### src/rtl/atb_pkg.sv
// Shared ATB widths, beat payload, funnel state encoding and the reserved-ID test.
package atb_pkg;

  localparam int unsigned ATB_DATA_W  = 32;
  localparam int unsigned ATB_ID_W    = 7;
  localparam int unsigned ATB_BYTES_W = 3;

  typedef enum logic [0:0] {
    ARB  = 1'b0,
    XFER = 1'b1
  } state_e;

  typedef struct packed {
    logic [ATB_DATA_W-1:0]  data;
    logic [ATB_BYTES_W-1:0] bytes;
    logic [ATB_ID_W-1:0]    id;
  } atb_beat_t;

  // 0x00, 0x70-0x7C and 0x7E-0x7F are not usable as trace source IDs
  function automatic logic is_reserved_id(input logic [ATB_ID_W-1:0] id);
    return (id == 7'h00) || ((id >= 7'h70) && (id <= 7'h7C)) || (id >= 7'h7E);
  endfunction

endpackage

### src/rtl/atb_funnel_if.sv
// Bundle of all funnel-facing ATB signals: N slave ports, one master port and the ID error flags.
interface atb_funnel_if #(
  parameter int unsigned NUM_IN = 2
);
  import atb_pkg::*;

  localparam int unsigned PORT_W = (NUM_IN > 1) ? $clog2(NUM_IN) : 1;

  logic [NUM_IN-1:0]             s_atvalid;
  logic [NUM_IN-1:0]             s_atready;
  logic [NUM_IN*ATB_DATA_W-1:0]  s_atdata;
  logic [NUM_IN*ATB_BYTES_W-1:0] s_atbytes;
  logic [NUM_IN*ATB_ID_W-1:0]    s_atid;
  logic [NUM_IN-1:0]             s_afvalid;
  logic [NUM_IN-1:0]             s_afready;
  logic [NUM_IN-1:0]             s_syncreq;
  logic                          m_atvalid;
  logic                          m_atready;
  logic [ATB_DATA_W-1:0]         m_atdata;
  logic [ATB_BYTES_W-1:0]        m_atbytes;
  logic [ATB_ID_W-1:0]           m_atid;
  logic                          m_afvalid;
  logic                          m_afready;
  logic                          m_syncreq;
  logic                          id_err;
  logic [PORT_W-1:0]             id_err_port;

  // master: the funnel itself, which masters the downstream ATB port
  modport master (
    input  s_atvalid, s_atdata, s_atbytes, s_atid, s_afready,
           m_atready, m_afvalid, m_syncreq,
    output s_atready, s_afvalid, s_syncreq,
           m_atvalid, m_atdata, m_atbytes, m_atid, m_afready,
           id_err, id_err_port
  );

  // slave: the surrounding sources and sink
  modport slave (
    output s_atvalid, s_atdata, s_atbytes, s_atid, s_afready,
           m_atready, m_afvalid, m_syncreq,
    input  s_atready, s_afvalid, s_syncreq,
           m_atvalid, m_atdata, m_atbytes, m_atid, m_afready,
           id_err, id_err_port
  );

endinterface

### src/rtl/atb_rr_arbiter.sv
// Combinational round-robin pick: first requesting port at or after i_ptr, wrapping modulo NUM_IN.
module atb_rr_arbiter #(
  parameter int unsigned NUM_IN = 2,
  parameter int unsigned PORT_W = (NUM_IN > 1) ? $clog2(NUM_IN) : 1
) (
  input  logic [NUM_IN-1:0] i_req,
  input  logic [PORT_W-1:0] i_ptr,
  output logic [PORT_W-1:0] o_grant,
  output logic              o_any_req
);

  logic        w_found;
  int unsigned w_idx;

  always_comb begin
    w_found = 1'b0;
    w_idx   = 0;
    o_grant = '0;
    for (int unsigned k = 0; k < NUM_IN; k++) begin
      w_idx = (32'(i_ptr) + k) % NUM_IN;
      if (!w_found && i_req[PORT_W'(w_idx)]) begin
        w_found = 1'b1;
        o_grant = PORT_W'(w_idx);
      end
    end
    o_any_req = w_found;
  end

endmodule

### src/rtl/atb_funnel.sv
// N:1 ATB funnel: round-robin grant with a per-grant beat limit, one registered output beat,
// flush broadcast/collect, sync fan-out and sticky reserved-ID flagging.
module atb_funnel
  import atb_pkg::*;
#(
  parameter int unsigned NUM_IN = 2,
  parameter int unsigned HOLD   = 4
) (
  input  logic          atclk,
  input  logic          atresetn,
  atb_funnel_if.master  bus
);

  localparam int unsigned PORT_W = (NUM_IN > 1) ? $clog2(NUM_IN) : 1;
  localparam int unsigned CNT_W  = $clog2(HOLD + 1);

  state_e            r_state;
  logic [PORT_W-1:0] r_grant;
  logic [PORT_W-1:0] r_rr_ptr;
  logic [CNT_W-1:0]  r_cnt;
  logic              r_m_valid;
  atb_beat_t         r_m_beat;
  logic              r_flush_active;
  logic [NUM_IN-1:0] r_afvalid;
  logic              r_afready;
  logic [NUM_IN-1:0] r_syncreq;
  logic              r_id_err;
  logic [PORT_W-1:0] r_id_err_port;

  logic [PORT_W-1:0] w_arb_grant;
  logic              w_any_req;
  logic [PORT_W-1:0] w_next_ptr;
  logic              w_out_free;
  logic              w_src_valid;
  atb_beat_t         w_beat;
  logic              w_accept;

  atb_rr_arbiter #(
    .NUM_IN (NUM_IN),
    .PORT_W (PORT_W)
  ) u_arb (
    .i_req     (bus.s_atvalid),
    .i_ptr     (r_rr_ptr),
    .o_grant   (w_arb_grant),
    .o_any_req (w_any_req)
  );

  assign w_next_ptr = (w_arb_grant == PORT_W'(NUM_IN - 1)) ? '0 : w_arb_grant + PORT_W'(1);
  assign w_out_free = !r_m_valid || bus.m_atready;
  assign w_accept   = (r_state == XFER) && w_src_valid && w_out_free;

  // Select the granted source's valid and payload
  always_comb begin
    w_src_valid = 1'b0;
    w_beat      = '0;
    for (int i = 0; i < NUM_IN; i++) begin
      if (r_grant == PORT_W'(i)) begin
        w_src_valid = bus.s_atvalid[i];
        w_beat      = {bus.s_atdata[i*ATB_DATA_W +: ATB_DATA_W],
                       bus.s_atbytes[i*ATB_BYTES_W +: ATB_BYTES_W],
                       bus.s_atid[i*ATB_ID_W +: ATB_ID_W]};
      end
    end
  end

  // Ready goes only to the granted source, and only while the output stage can take a beat
  always_comb begin
    bus.s_atready = '0;
    if (r_state == XFER) begin
      for (int i = 0; i < NUM_IN; i++) begin
        if (r_grant == PORT_W'(i)) begin
          bus.s_atready[i] = w_out_free;
        end
      end
    end
  end

  always_ff @(posedge atclk) begin
    if (!atresetn) begin
      r_state        <= ARB;
      r_grant        <= '0;
      r_rr_ptr       <= '0;
      r_cnt          <= '0;
      r_m_valid      <= 1'b0;
      r_m_beat       <= '0;
      r_flush_active <= 1'b0;
      r_afvalid      <= '0;
      r_afready      <= 1'b0;
      r_syncreq      <= '0;
      r_id_err       <= 1'b0;
      r_id_err_port  <= '0;
    end else begin
      r_afready <= 1'b0;
      r_syncreq <= {NUM_IN{bus.m_syncreq}};

      case (r_state)
        ARB: begin
          if (w_any_req) begin
            r_grant  <= w_arb_grant;
            r_rr_ptr <= w_next_ptr;
            r_cnt    <= '0;
            r_state  <= XFER;
          end
        end
        XFER: begin
          if (!w_src_valid) begin
            r_state <= ARB;
          end else if (w_accept) begin
            r_cnt <= r_cnt + CNT_W'(1);
            if (r_cnt == CNT_W'(HOLD - 1)) begin
              r_state <= ARB;
            end
          end
        end
        default: r_state <= ARB;
      endcase

      if (w_accept) begin
        r_m_valid <= 1'b1;
        r_m_beat  <= w_beat;
      end else if (bus.m_atready) begin
        r_m_valid <= 1'b0;
      end

      // First reserved-ID beat records its port; later ones only keep the flag set
      if (w_accept && is_reserved_id(w_beat.id)) begin
        r_id_err <= 1'b1;
        if (!r_id_err) begin
          r_id_err_port <= r_grant;
        end
      end

      // Ack only once every source has drained and the output stage is empty
      if (bus.m_afvalid && !r_flush_active && !r_afready) begin
        r_flush_active <= 1'b1;
        r_afvalid      <= '1;
      end else if (r_flush_active) begin
        if ((r_afvalid == '0) && !r_m_valid) begin
          r_afready      <= 1'b1;
          r_flush_active <= 1'b0;
        end else begin
          r_afvalid <= r_afvalid & ~bus.s_afready;
        end
      end
    end
  end

  assign bus.m_atvalid   = r_m_valid;
  assign bus.m_atdata    = r_m_beat.data;
  assign bus.m_atbytes   = r_m_beat.bytes;
  assign bus.m_atid      = r_m_beat.id;
  assign bus.s_afvalid   = r_afvalid;
  assign bus.m_afready   = r_afready;
  assign bus.s_syncreq   = r_syncreq;
  assign bus.id_err      = r_id_err;
  assign bus.id_err_port = r_id_err_port;

endmodule

### src/flat_wrapper.sv
// flat-port wrapper written by rule: the top's interface ports become plain ports
module atb_funnel_flat import atb_pkg::*;
#(
  parameter int unsigned NUM_IN = 2,
  parameter int unsigned HOLD   = 4
)
  (atclk, atresetn, bus_s_atvalid, bus_s_atdata, bus_s_atbytes, bus_s_atid, bus_s_afready, bus_m_atready, bus_m_afvalid, bus_m_syncreq, bus_s_atready, bus_s_afvalid, bus_s_syncreq, bus_m_atvalid, bus_m_atdata, bus_m_atbytes, bus_m_atid, bus_m_afready, bus_id_err, bus_id_err_port);
  atb_funnel_if #(.NUM_IN(NUM_IN)) bus_i ();
  input  logic atclk;
  input  logic atresetn;
  input wire logic [$bits(bus_i.s_atvalid)-1:0] bus_s_atvalid;
  input wire logic [$bits(bus_i.s_atdata)-1:0] bus_s_atdata;
  input wire logic [$bits(bus_i.s_atbytes)-1:0] bus_s_atbytes;
  input wire logic [$bits(bus_i.s_atid)-1:0] bus_s_atid;
  input wire logic [$bits(bus_i.s_afready)-1:0] bus_s_afready;
  input wire logic [$bits(bus_i.m_atready)-1:0] bus_m_atready;
  input wire logic [$bits(bus_i.m_afvalid)-1:0] bus_m_afvalid;
  input wire logic [$bits(bus_i.m_syncreq)-1:0] bus_m_syncreq;
  output wire logic [$bits(bus_i.s_atready)-1:0] bus_s_atready;
  output wire logic [$bits(bus_i.s_afvalid)-1:0] bus_s_afvalid;
  output wire logic [$bits(bus_i.s_syncreq)-1:0] bus_s_syncreq;
  output wire logic [$bits(bus_i.m_atvalid)-1:0] bus_m_atvalid;
  output wire logic [$bits(bus_i.m_atdata)-1:0] bus_m_atdata;
  output wire logic [$bits(bus_i.m_atbytes)-1:0] bus_m_atbytes;
  output wire logic [$bits(bus_i.m_atid)-1:0] bus_m_atid;
  output wire logic [$bits(bus_i.m_afready)-1:0] bus_m_afready;
  output wire logic [$bits(bus_i.id_err)-1:0] bus_id_err;
  output wire logic [$bits(bus_i.id_err_port)-1:0] bus_id_err_port;
  assign bus_i.s_atvalid = bus_s_atvalid;
  assign bus_i.s_atdata = bus_s_atdata;
  assign bus_i.s_atbytes = bus_s_atbytes;
  assign bus_i.s_atid = bus_s_atid;
  assign bus_i.s_afready = bus_s_afready;
  assign bus_i.m_atready = bus_m_atready;
  assign bus_i.m_afvalid = bus_m_afvalid;
  assign bus_i.m_syncreq = bus_m_syncreq;
  assign bus_s_atready = bus_i.s_atready;
  assign bus_s_afvalid = bus_i.s_afvalid;
  assign bus_s_syncreq = bus_i.s_syncreq;
  assign bus_m_atvalid = bus_i.m_atvalid;
  assign bus_m_atdata = bus_i.m_atdata;
  assign bus_m_atbytes = bus_i.m_atbytes;
  assign bus_m_atid = bus_i.m_atid;
  assign bus_m_afready = bus_i.m_afready;
  assign bus_id_err = bus_i.id_err;
  assign bus_id_err_port = bus_i.id_err_port;
  atb_funnel #(.NUM_IN(NUM_IN), .HOLD(HOLD)) u_core (.atclk(atclk), .atresetn(atresetn), .bus(bus_i));
endmodule
### config.mk
export PLATFORM = sky130hd
export DESIGN_NAME = atb_funnel_flat
export DESIGN_NICKNAME = d
export VERILOG_FILES = /design/src/rtl/atb_pkg.sv /design/src/rtl/atb_funnel_if.sv /design/src/rtl/atb_rr_arbiter.sv /design/src/rtl/atb_funnel.sv /design/src/flat_wrapper.sv
export SDC_FILE = /design/constraint.sdc
export NUM_CORES = 1
export LEC_CHECK = 0
export CAP_MARGIN = 20
export CORE_ASPECT_RATIO = 1.2
export CORE_MARGIN = 5
export CORE_UTILIZATION = 39
export CTS_CLUSTER_SIZE = 24
export DETAILED_ROUTE_END_ITERATION = 8
export PLACE_DENSITY = 0.82
export SLEW_MARGIN = 20
export SYNTH_ARGS = -nofsm -noshare
export SYNTH_HDL_FRONTEND = slang
export SYNTH_HIERARCHICAL = 1
export SYNTH_SLANG_ARGS = --single-unit
export TNS_END_PERCENT = 30
### constraint.sdc
create_clock -name atclk -period 1.8 [get_ports atclk]
set_input_delay 0.27 -clock atclk [delete_from_list [all_inputs] [get_ports atclk]]
set_output_delay 0.27 -clock atclk [all_outputs]
set_load 0.01 [all_outputs]
==> impl_metrics.tcl <==
set metrics [dict create \
    io_pins 145 \
    synthArstFlopShare_pct 0 \
    hold_violations 0 \
    n_fill_cell 576 \
    synth_top_area_cell "dfxtp_1" \
    worstMarginPinSlew_ns 0.487 \
    synth_nets 364 \
    place.gp.congestion 0.860 \
    post-place-ws_ns -0.0415 \
    die_w_um 85.5 \
    leakage_uw 0.00197 \
    yosysWarnings 6 \
    period_share_pct 88.1 \
    cts_root_buf "clkbuf_8" \
    grt_overflow 0 \
    syn_area_um2 2670 \
    netlist.area_leader.share_pct 42.0 \
    slew_headroom_pct 67.6 \
    yosysUniqueCellTypes 36 \
    dieArea_um2 8600 \
    via_per_inst 5.00 \
    cp_top_family "compound AO/OA/AOI/OAI gates" \
    clock_path_buffers 2 \
    p_per_area_nw_per_um2 658 \
    fin_cells 497 \
    regArea_um2 1120 \
    clock_sinks 56 \
    worst-setup-path-type "reg -> reg" \
    synth_edf_count 0 \
    grt_max_degree 50 \
    required_ns 1.99 \
    min_period_ns 1.59 \
    port_buffers 144 \
    die_h_um 101 \
    seq_area_frac_synth_pct 42.0 \
    finish.net_count 504 \
    yosys_register_bits 56 \
    cp.buffers_inverters 1 \
    syn_inst 269 \
    path_clk_slew_ns 0.09 \
    synthFlopType "dfxtp_1" \
    start_util_pct 39.6 \
    wl_per_cell_um 14.5 \
    drtPass1Iterations 4 \
    critPathSlowestCell "dfxtp_4" \
    grt_pass1_vias 2441 \
    fin_ws_ns 0.214 \
    dp_cells 489 \
    cp_cell_sequence "buf_4 -> nand4bb_1 -> a21oi_1 -> a2bb2oi_1 -> nor2_1 -> o21a_1" \
    fin_area_um2 4270 \
    worst_setup_path_start_kind "register" \
    drcViolationCount 0 \
    grt_pass1_wl_um 11000 \
    cp-end-kind "register" \
    n_antenna_cell 0 \
    vias 2485 \
    fin_worst_skew_ns 0.00716 \
    maxSlewViolCount 0 \
    ant_nets 0 \
    antenna_found_initial 0 \
    area_growth_pct 59.9 \
    min_path_type "in -> reg" \
    tns_ns 0 \
    rsz0062_at_grt "false" \
    htreeDepth 2 \
    wirelength_um 7190 \
    final_layout_size_suffix_gt1_share_pct 5.61 \
    cts_tree "done" \
    peakVddDrop_uv 355 \
    clk-insertion-delay-late_ns 0.29 \
    post_synth.cell_area_avg_um2 9.92 \
    fmax_mhz 631 \
    crit_fanout 12 \
    maxCapViolations 0 \
    std_cell_rows 33 \
    coreArea_um2 6730 \
    synth_area_leaders "dfxtp_1 (42%), o211a_1 (16%), mux2i_1 (15%)" \
    hpwl_um 5690 \
    critical_path.max_stage_delay_ns 0.42 \
    drtIter0Drc 81 \
    multi_input_area_um2 1390 \
    track_usage_pct 15.7 \
    cts_buffers 5 \
    finalSetupViolations 0 \
    outcome "completed" \
    hold_slack_ns 0.361 \
    placed_area_um2 4180 \
    crit_arrival_ns 1.78 \
]
## layout by cell type (no fill, tap or decap), types with 2 or more instances in the layout
master,n
a21boi_0,3
a21oi_1,6
and2_1,3
buf_12,2
buf_4,10
clkbuf_1,2
clkbuf_8,5
clkdlybuf4s50_1,141
dfxtp_1,55
dlygate4sd2_1,2
ha_1,2
inv_1,2
mux2i_1,41
nand2_1,53
nand2b_1,2
nand3_1,4
nor2_1,4
nor2b_1,4
nor4_1,2
o211a_1,42
o21a_1,3
o21ai_0,3
## where the power goes
group / leakage (uW) / total [uW] / internal (uW) / switching (uW)
combinational: 0.00147 / 766 / 478 / 288
sequential: 0.000460 / 1390 / 1330 / 60.2
clock: 0.0000424 / 647 / 279 / 369
total: 0.00197 / 2810 / 2090 / 717
## synth_stat cells, drive strengths merged (2+ instances only)
| cell type | number |
|---|---|
| nand2 | 54 |
| and3 | 2 |
| a21boi | 4 |
| nand2b | 2 |
| nor4 | 2 |
| ha | 2 |
| buf | 13 |
| o21a | 3 |
| clkbuf | 10 |
| a21oi | 6 |
| nand3 | 4 |
| inv | 2 |
| o21ai | 3 |
| nor2b | 4 |
| dfxtp | 56 |
| and2 | 3 |
| o211a | 42 |
| nor2 | 4 |
| mux2i | 41 |
## metal layers
metal | up-vias | track usage, % | wire length (um)
met2 | 74 | 31.1 | 3930
met4 | 0 | 4.14 | 84
met5 | - | 0 | 0
met3 | 6 | 4.17 | 494
li1 | 1242 | - | -
met1 | 1163 | 16.0 | 2680
## kinds of logic after synthesis
kind of cell	Yosys count	synth area share, %
simple gates	80	13.8
compound gates	64	21.4
flops	56	42.0
mux	42	15.9
buf+inv	25	5.86
fa+ha+maj	2	0.938
## path summary, 6_finish.rpt
path                            slack, ns                     from                    to  cells past startpoint
worst min-delay path                 0.36                 atresetn  u_core/bus.m_afready                      3
worst max-delay path                 0.21           u_core/r_grant     u_core/bus.id_err                      6
worst max register to register       0.21           u_core/r_grant     u_core/bus.id_err                      6
worst min register to register       0.47  u_core/bus.s_afvalid[1]  u_core/bus.m_afready                      1
## layout make-up
type	count	area share [%]
clock buffers	7	1.79
clock inverters	1	0.205
inverters	2	0.176
multi-input cells	188	32.6
flip-flops and latches	56	26.4
well taps	87	2.55
repair buffers	156	36.3
## metrics by stage
step,total power [uW],util (%)
2_1_floorplan,1750,-
3_3_place_gp,2180,62.1
3_5_place_dp,2200,62.1
4_1_cts,2850,63.4
5_1_grt,2950,63.4
6_report,2810,63.4
## worst reg2reg max path, delay by kind of cell (launching register included)
| family | cells | cell delay, ns |
|---|---|---|
| buffers and inverters | 1 | 0.20 |
| AOI/OAI and AO/OA | 3 | 0.60 |
| DFF | 1 | 0.42 |
| and+or+nand+nor | 2 | 0.27 |
## what timing repair did
action	CTS	global route
resized for setup	3	0
setup endpoints to repair	2	0
hold buffers	0	0
buffers inserted	0	0
## sequential cells by signal (all words and copies together), names as in the netlist
name                    flops
u_core/bus.id_err           1
u_core/bus.id_err_port      1
u_core/bus.m_afready        1
u_core/bus.m_atbytes        3
u_core/bus.m_atdata        32
u_core/bus.m_atid           7
u_core/bus.m_atvalid        1
u_core/bus.s_afvalid        2
u_core/bus.s_syncreq        1
u_core/r_cnt                3
u_core/r_flush_active       1
u_core/r_grant              1
u_core/r_rr_ptr             1
u_core/r_state              1
Power figures use the tool's default switching activity.
